<file path="src/rtl/cmd_frame_builder_if.sv">
`default_nettype none
// +---------------------------------------------------------------------------+
// | cmd_frame_builder_if                                                      |
// | Command handshake and byte-stream bundle for cmd_frame_builder.           |
// | Rev 1.0                                                                   |
// +---------------------------------------------------------------------------+
interface cmd_frame_builder_if #(
  parameter int CNT_W = 8
);
  logic             cmd_valid;
  logic             cmd_ready;
  logic [1:0]       cmd_type;
  logic [3:0]       cmd_addr;
  logic [7:0]       cmd_data_a;
  logic [7:0]       cmd_data_b;
  logic [3:0]       cmd_fun;
  logic [7:0]       byte_out;
  logic             byte_valid;
  logic             byte_ready;
  logic             busy;
  logic             frame_done;
  logic [CNT_W-1:0] frame_cnt;

  modport master (
    output cmd_valid, cmd_type, cmd_addr, cmd_data_a, cmd_data_b, cmd_fun,
           byte_ready,
    input  cmd_ready, byte_out, byte_valid, busy, frame_done, frame_cnt
  );

  modport slave (
    input  cmd_valid, cmd_type, cmd_addr, cmd_data_a, cmd_data_b, cmd_fun,
           byte_ready,
    output cmd_ready, byte_out, byte_valid, busy, frame_done, frame_cnt
  );
endinterface
`default_nettype wire

</file>
<file path="src/rtl/cmd_frame_builder.sv">
`default_nettype none
// +---------------------------------------------------------------------------+
// | cmd_frame_builder                                                         |
// | Expands one host command into the UART/ALU byte protocol, with gap.       |
// | Rev 1.0                                                                   |
// +---------------------------------------------------------------------------+
module cmd_frame_builder #(
  parameter int GAP_CYCLES = 16,
  parameter int CNT_W      = 8
) (
  input  wire logic          CLK,
  input  wire logic          RST,
  cmd_frame_builder_if.slave bus
);

  localparam int              GW         = (GAP_CYCLES > 1) ? $clog2(GAP_CYCLES) : 1;
  localparam logic [GW-1:0]   C_GAP_LOAD = GW'((GAP_CYCLES > 0) ? GAP_CYCLES - 1 : 0);

  localparam logic [1:0] S_IDLE = 2'd0;
  localparam logic [1:0] S_SEND = 2'd1;
  localparam logic [1:0] S_GAP  = 2'd2;

  logic [1:0]       r_state;
  logic [1:0]       w_next_state;
  logic [1:0]       r_type;
  logic [3:0]       r_addr;
  logic [7:0]       r_data_a;
  logic [7:0]       r_data_b;
  logic [3:0]       r_fun;
  logic [1:0]       r_idx;
  logic [1:0]       r_last_idx;
  logic [GW-1:0]    r_gap;
  logic             r_frame_done;
  logic [CNT_W-1:0] r_frame_cnt;
  logic [7:0]       w_byte;

  logic w_accept;
  logic w_byte_hs;
  logic w_last_hs;

  assign w_accept  = bus.cmd_valid && (r_state == S_IDLE);
  assign w_byte_hs = (r_state == S_SEND) && bus.byte_ready;
  assign w_last_hs = w_byte_hs && (r_idx == r_last_idx);

  always_ff @(posedge CLK) begin
    if (RST) r_state <= S_IDLE;
    else     r_state <= w_next_state;
  end

  always_comb begin
    w_next_state = r_state;
    case (r_state)
      S_IDLE:  if (w_accept) w_next_state = S_SEND;
      S_SEND:  if (w_last_hs) w_next_state = (GAP_CYCLES == 0) ? S_IDLE : S_GAP;
      S_GAP:   if (r_gap == '0) w_next_state = S_IDLE;
      default: w_next_state = S_IDLE;
    endcase
  end

  // Command fields are frozen at acceptance; the index walks the captured frame.
  always_ff @(posedge CLK) begin
    if (RST) begin
      r_type       <= 2'd0;
      r_addr       <= 4'd0;
      r_data_a     <= 8'd0;
      r_data_b     <= 8'd0;
      r_fun        <= 4'd0;
      r_idx        <= 2'd0;
      r_last_idx   <= 2'd0;
      r_gap        <= '0;
      r_frame_done <= 1'b0;
      r_frame_cnt  <= '0;
    end else begin
      r_frame_done <= w_last_hs;
      if (w_accept) begin
        r_type   <= bus.cmd_type;
        r_addr   <= bus.cmd_addr;
        r_data_a <= bus.cmd_data_a;
        r_data_b <= bus.cmd_data_b;
        r_fun    <= bus.cmd_fun;
        r_idx    <= 2'd0;
        case (bus.cmd_type)
          2'd0:    r_last_idx <= 2'd2;
          2'd2:    r_last_idx <= 2'd3;
          default: r_last_idx <= 2'd1;
        endcase
      end
      if (w_byte_hs && !w_last_hs) r_idx <= r_idx + 2'd1;
      if (w_last_hs) begin
        r_frame_cnt <= r_frame_cnt + CNT_W'(1);
        r_gap       <= C_GAP_LOAD;
      end else if (r_state == S_GAP && r_gap != '0) begin
        r_gap <= r_gap - GW'(1);
      end
    end
  end

  always_comb begin
    w_byte = 8'h00;
    case (r_idx)
      2'd0: begin
        case (r_type)
          2'd0:    w_byte = 8'hAA;
          2'd1:    w_byte = 8'hBB;
          2'd2:    w_byte = 8'hCC;
          default: w_byte = 8'hDD;
        endcase
      end
      2'd1: begin
        if (r_type == 2'd2)      w_byte = r_data_a;
        else if (r_type == 2'd3) w_byte = {4'h0, r_fun};
        else                     w_byte = {4'h0, r_addr};
      end
      2'd2:    w_byte = (r_type == 2'd0) ? r_data_a : r_data_b;
      default: w_byte = {4'h0, r_fun};
    endcase
  end

  always_comb begin
    bus.cmd_ready  = (r_state == S_IDLE);
    bus.busy       = (r_state != S_IDLE);
    bus.byte_valid = (r_state == S_SEND);
    bus.byte_out   = (r_state == S_SEND) ? w_byte : 8'h00;
    bus.frame_done = r_frame_done;
    bus.frame_cnt  = r_frame_cnt;
  end

endmodule
`default_nettype wire
</file>
<file path="src/flat_wrapper.sv">
// flat-port wrapper written by rule: the top's interface ports become plain ports
module cmd_frame_builder_flat 
#(
  parameter int GAP_CYCLES = 16,
  parameter int CNT_W      = 8
)
  (CLK, RST, bus_cmd_valid, bus_cmd_type, bus_cmd_addr, bus_cmd_data_a, bus_cmd_data_b, bus_cmd_fun, bus_byte_ready, bus_cmd_ready, bus_byte_out, bus_byte_valid, bus_busy, bus_frame_done, bus_frame_cnt);
  cmd_frame_builder_if #(.CNT_W(CNT_W)) bus_i ();
  input  wire logic CLK;
  input  wire logic RST;
  input wire logic [$bits(bus_i.cmd_valid)-1:0] bus_cmd_valid;
  input wire logic [$bits(bus_i.cmd_type)-1:0] bus_cmd_type;
  input wire logic [$bits(bus_i.cmd_addr)-1:0] bus_cmd_addr;
  input wire logic [$bits(bus_i.cmd_data_a)-1:0] bus_cmd_data_a;
  input wire logic [$bits(bus_i.cmd_data_b)-1:0] bus_cmd_data_b;
  input wire logic [$bits(bus_i.cmd_fun)-1:0] bus_cmd_fun;
  input wire logic [$bits(bus_i.byte_ready)-1:0] bus_byte_ready;
  output wire logic [$bits(bus_i.cmd_ready)-1:0] bus_cmd_ready;
  output wire logic [$bits(bus_i.byte_out)-1:0] bus_byte_out;
  output wire logic [$bits(bus_i.byte_valid)-1:0] bus_byte_valid;
  output wire logic [$bits(bus_i.busy)-1:0] bus_busy;
  output wire logic [$bits(bus_i.frame_done)-1:0] bus_frame_done;
  output wire logic [$bits(bus_i.frame_cnt)-1:0] bus_frame_cnt;
  assign bus_i.cmd_valid = bus_cmd_valid;
  assign bus_i.cmd_type = bus_cmd_type;
  assign bus_i.cmd_addr = bus_cmd_addr;
  assign bus_i.cmd_data_a = bus_cmd_data_a;
  assign bus_i.cmd_data_b = bus_cmd_data_b;
  assign bus_i.cmd_fun = bus_cmd_fun;
  assign bus_i.byte_ready = bus_byte_ready;
  assign bus_cmd_ready = bus_i.cmd_ready;
  assign bus_byte_out = bus_i.byte_out;
  assign bus_byte_valid = bus_i.byte_valid;
  assign bus_busy = bus_i.busy;
  assign bus_frame_done = bus_i.frame_done;
  assign bus_frame_cnt = bus_i.frame_cnt;
  cmd_frame_builder #(.GAP_CYCLES(GAP_CYCLES), .CNT_W(CNT_W)) u_core (.CLK(CLK), .RST(RST), .bus(bus_i));
endmodule
</file>
<file path="config.mk">
export PLATFORM = sky130hd
export DESIGN_NAME = cmd_frame_builder_flat
export DESIGN_NICKNAME = d
export VERILOG_FILES = /design/src/rtl/cmd_frame_builder_if.sv /design/src/rtl/cmd_frame_builder.sv /design/src/flat_wrapper.sv
export SDC_FILE = /design/constraint.sdc
export NUM_CORES = 1
export LEC_CHECK = 0
export ABC_AREA = 1
export CAP_MARGIN = 40
export CORE_MARGIN = 3
export CORE_UTILIZATION = 38
export CTS_BUF_LIST = sky130_fd_sc_hd__clkbuf_16
export CTS_CLUSTER_SIZE = 24
export DETAILED_ROUTE_END_ITERATION = 8
export HOLD_SLACK_MARGIN = 0.1
export PLACE_DENSITY_LB_ADDON = 0.2
export SETUP_SLACK_MARGIN = 0.5
export SKIP_CTS_REPAIR_TIMING = 1
export SLEW_MARGIN = 5
export SYNTH_ARGS = -nofsm -noshare
export SYNTH_HDL_FRONTEND = slang
export SYNTH_SLANG_ARGS = --single-unit
</file>
<file path="constraint.sdc">
create_clock -name CLK -period 4.14 [get_ports CLK]
set_clock_uncertainty 0.05 [all_clocks]
set_input_delay 0.621 -clock CLK [delete_from_list [all_inputs] [get_ports CLK]]
set_output_delay 0.621 -clock CLK [all_outputs]
set_load 0.01 [all_outputs]
</file>
Word-level counts from Yosys, hierarchy flattened
Index checks and enable logic that the tools add are counted.
{"block": "classes", "mul": 0, "order_cmp": 0, "n_div": 0, "bitwise": 0, "n_addsub": 3, "eq_ne": 12, "reduce_logical": 16, "shifts": 0, "n_mux": 15}
{"cell": "$mux W8", "count": 3}
{"cell": "$pmux W8 S3", "count": 1}
{"cell": "$pmux W7 S3", "count": 1}
{"cell": "$mux W4", "count": 3}
{"cell": "$eq A2 B2 Y1 const B", "count": 5}
{"cell": "$mux W2", "count": 5}
{"cell": "$add A8 B1 Y8 const B", "count": 1}
{"cell": "$logic_not A2 Y1", "count": 4}
{"cell": "$eq A2 B1 Y1 const B", "count": 3}
{"cell": "$ne A2 B1 Y1 const B", "count": 3}
{"cell": "$pmux W2 S3", "count": 1}
{"cell": "$reduce_bool A2 Y1", "count": 3}
{"cell": "$logic_and A1 B1 Y1", "count": 5}
{"cell": "$logic_not A4 Y1", "count": 1}
{"cell": "$pmux W2 S2", "count": 1}
{"cell": "$reduce_bool A4 Y1", "count": 1}
{"cell": "$sub A4 B1 Y4 const B", "count": 1}
{"cell": "$reduce_and A3 Y1", "count": 1}
{"cell": "$add A2 B1 Y2 const B", "count": 1}
{"cell": "$eq A2 B2 Y1", "count": 1}
{"cell": "$logic_not A1 Y1", "count": 1}
{"block": "totals", "latch_bits": 0, "register_bits": 45, "ram_bits": 0, "rom_bits": 0, "word_cells": 57, "output_inout_bits": 20, "input_bits": 30, "n_memories": 0}

Logic depth before layout (Yosys ltp)
{"block": "depth", "ltp_word": 6, "depth_mapped": 8, "ltp_nobuf": 8}

Worst setup path before layout
No wires, ideal clock.
{"block": "synth_path", "kind": "register -> output", "from": "reg u_core.r_idx[0]", "to": "out bus_byte_out[4]", "arrival_ns": 1.266, "stages_incl_launch_ff": 7, "path_slack_ns": 2.203, "t_required_ns": 3.469, "path_buffers": 0, "cell_sequence": "dfxtp_1 > inv_1 > ha_1 > inv_1 > nor2_1 > a22oi_1 > a21oi_1"}
{"block": "synth_between", "elab_chain_len": 3, "word_cells_on_any_way": 5, "classes_between": "2 x eq/ne; 2 x mux; 1 x reduce/logical"}
{"element": "start: declaration", "line": "cmd_frame_builder.sv:30", "rtl": "logic [1:0] r_idx;"}
{"element": "start signal: assignment", "line": "cmd_frame_builder.sv:88", "rtl": "if (w_byte_hs && !w_last_hs) r_idx <= r_idx + 2'd1;"}
{"element": "$eq A2 B2 Y1 (tied with other cells)", "line": "cmd_frame_builder.sv:100", "rtl": "case (r_idx)"}
{"element": "$pmux W8 S3 (*)", "line": "cmd_frame_builder.sv:100"}
{"element": "$mux W8 (*)", "line": "cmd_frame_builder.sv:123", "rtl": "bus.byte_out = (r_state == S_SEND) ? w_byte : 8'h00;"}
{"element": "end: declaration", "line": "flat_wrapper.sv:19", "rtl": "output wire logic [$bits(bus_i.byte_out)-1:0] bus_byte_out;"}
Every way passes the cells marked *; elsewhere a longest branch is shown, timed or not.

Worst setup path in the final report
{"block": "layout_path", "from": "reg u_core.r_idx[0]", "to": "out bus_byte_out[6]"}
The elaborated chain is that of the path after synthesis.

==> flow_summary.ini <==
[outcome]
status = finished, final reports clean

[worst_setup_path]
crit_path_start_kind = flop
cp_max_fo = 6
worstSetupPathType = reg -> out
worstPathRequired_ns = 3.47
r2r_setup_slack_ns = 2.39
endpoint_kind = primary output
rr_endpoint = u_core.r_type[0]
critical_path_arrival_ns = 2.26
r2r-start = u_core.r_state[0]
r2r_cells = 5
crit_start = u_core.r_idx[0]
crit_path_end = bus_byte_out[6]

[routing]
wl_per_cell_um = 11.7
wl_met1_mm = 2.68
vias = 2138
top_layer = met4
route.met2.wl_mm = 2.27
drtPass1Iterations = 4
via_per_inst = 4.80
drtAntennaViolNets = 0
drc = 0
wl_met3_um = 195
drt_iter0_markers = 87
drt_wl_total_mm = 5.19

[synthesis]
yosys.area.top_type_share_pct = 39.9
synth_ff_type = dfxtp_1
ys_ff_latch = 45
async_flop_share_pct = 0
synth_fp_nets = 364
synth_cell_types = 30
synth_cells = 328
syn_avg_cell_area_um2 = 6.88
ys_warn_count = 0
synth_edf_count = 0
synth_largest_area_cell = dfxtp_1
synth_area_mm2 = 0.00226
synth_seq_area_share_pct = 39.9
synth_area_leaders = dfxtp_1, nor2_1, nand2_1, o21ai_0, inv_1

[placement]
io_buffers = 49
place.gp.congestion = 0.780
dp_hpwl_mm = 3.77
dp_slack_ns = 1.51

[clock_tree]
cts_buffers = 5
cts_buffer_depth = 2
cts_root_buffer = clkbuf_16
clk_latency_ns = 0.28
cts_sinks = 45
clk_pin_slew_ns = 0.06
cts_tree = built
htreeDepth = 2

[sta]
setup_viol = 0
maxSlewViolCount = 0
tightest_slew_ns = 0.861
rsz0062_at_grt = no
timing_hold_violations_final = 0
final.setup.worst_slack_ns = 1.21
fin_crit_ns = 2.93
slew_headroom_pct = 42.5
finalSetupTns_ns = 0
period_share_pct = 70.7
timing.fmax_mhz = 342

[floorplan]
die_area_mm2 = 0.00690
ioPinCount = 50
start_util_pct = 40.0
die_w_um = 83.1
core_area_mm2 = 0.00564
die_h_um = 83.1
rows = 27

[pwr]
powerDensity_mw_per_mm2 = 361
ir_drop_mv = 0.230
p_leak_nw = 1.26

[cells_and_area]
area_growth_pct = 28.7
drive_gt1_share_pct = 4.29
fillers = 558
diodes = 0
nets = 409

[global_routing]
grt_pass1_wl_mm = 9.18
first_global_vias = 2019
grt_overflow = 0
track_usage_pct = 15.7
grt_max_degree = 38
antenna_found_initial = 0

[flow_run]
cap_viol_max_count = 0

[worst_hold_path]
hold_path_class = reg -> reg
hold_path.startpoint = u_core.r_data_b[0]
metrics by stage:
stage	util, %	hold WS, ns	power (W)	area (µm²)	cells
after CTS	51.5	0.416	0.00106	2900	445
after global placement	49.1	0.404	0.000686	2770	438
after global routing	51.5	0.450	0.00110	2900	445
after floorplan	-	0.379	0.000616	2260	328
final	51.5	0.416	0.00105	2900	445
after detailed placement	49.1	0.407	0.000690	2770	438
cell usage in the layout (no fill, tap or decap), drive strengths merged:
cell / n
xnor2: 2
a22oi: 3
a31oi: 1
o21ai: 32
clkbuf: 5
dfxtp: 45
a21oi: 22
clkdlybuf4s50: 49
o2111ai: 1
ha: 6
nand3b: 1
a211oi: 1
nand2: 62
inv: 39
o21a: 1
nand4: 6
a21boi: 2
nor2: 70
clkinv: 1
nand3: 23
xor2: 1
area by class of cell:
class | instances | area (µm²) | area share [%]
Multi-Input combinational cell | 234 | 1150 | 39.5
Sequential cell | 45 | 901 | 31.0
Timing Repair Buffer | 49 | 490 | 16.9
Inverter | 38 | 143 | 4.91
Clock buffer | 5 | 125 | 4.31
Tap cell | 72 | 90.1 | 3.10
Clock inverter | 2 | 7.51 | 0.259
critical path, cell delays in order (launching register included):
cell and delay [ns]:
dfxtp_1 0.37, inv_1 0.15, ha_1 0.23, inv_1 0.07
nor2_1 0.30, a22oi_1 0.15, a21oi_1 0.16, clkdlybuf4s50_1 0.55
Yosys cell counts (3+ instances only):
master	number
nor2_1	66
nand2_1	59
dfxtp_1	45
inv_1	36
o21ai_0	30
a21oi_1	22
nand3_1	22
ha_1	6
nand4_1	6
buf_2	4
clkbuf_1	4
a22oi_1	3
nor2_2	3
sequential cells by signal, summed over array words and instances, names as in the netlist:
signal                 count
u_core.bus.frame_cnt       8
u_core.r_data_a            8
u_core.r_data_b            8
u_core.r_addr              4
u_core.r_fun               4
u_core.r_gap               4
u_core.r_idx               2
u_core.r_last_idx          2
u_core.r_state             2
u_core.r_type              2
u_core.bus.frame_done      1
power breakdown:
group | switching (W) | internal, W | leakage [nW]
Sequential | 0.0000254 | 0.000466 | 0.370
Combinational | 0.000103 | 0.0000853 | 0.818
Clock | 0.000153 | 0.000216 | 0.0685
worst min-delay path by stage:
| stage | to | slack (ns) | depth (start not counted) |
|---|---|---|---|
| CTS | u_core.r_data_b[0] | 0.42 | 2 |
| detailed placement | u_core.r_data_b[0] | 0.41 | 2 |
| floorplan | u_core.r_data_b[0] | 0.38 | 2 |
| finish | u_core.r_data_b[0] | 0.42 | 2 |
| global placement | u_core.r_data_b[0] | 0.40 | 2 |
| global route | u_core.r_data_b[1] | 0.45 | 2 |
cell families (layout without fill, tap and decap cells):
kind of cell	Yosys count	in the layout	synth area share, %
and+or+nand+nor	162	162	31.2
AOI/OAI and AO/OA	63	63	15.1
buffers and inverters	49	94	9.21
DFF	45	45	39.9
adders and majority gates	6	6	3.33
xor gates and xnor gates	3	3	1.16
per-layer routing:
layer | track usage (%) | vias up
met4 | 3.57 | 0
met1 | 22.2 | 956
met3 | 3.87 | 4
met2 | 24.2 | 39
met5 | 0 | -
li1 | - | 1139
Note: power is estimated with default switching activity, not from simulation.
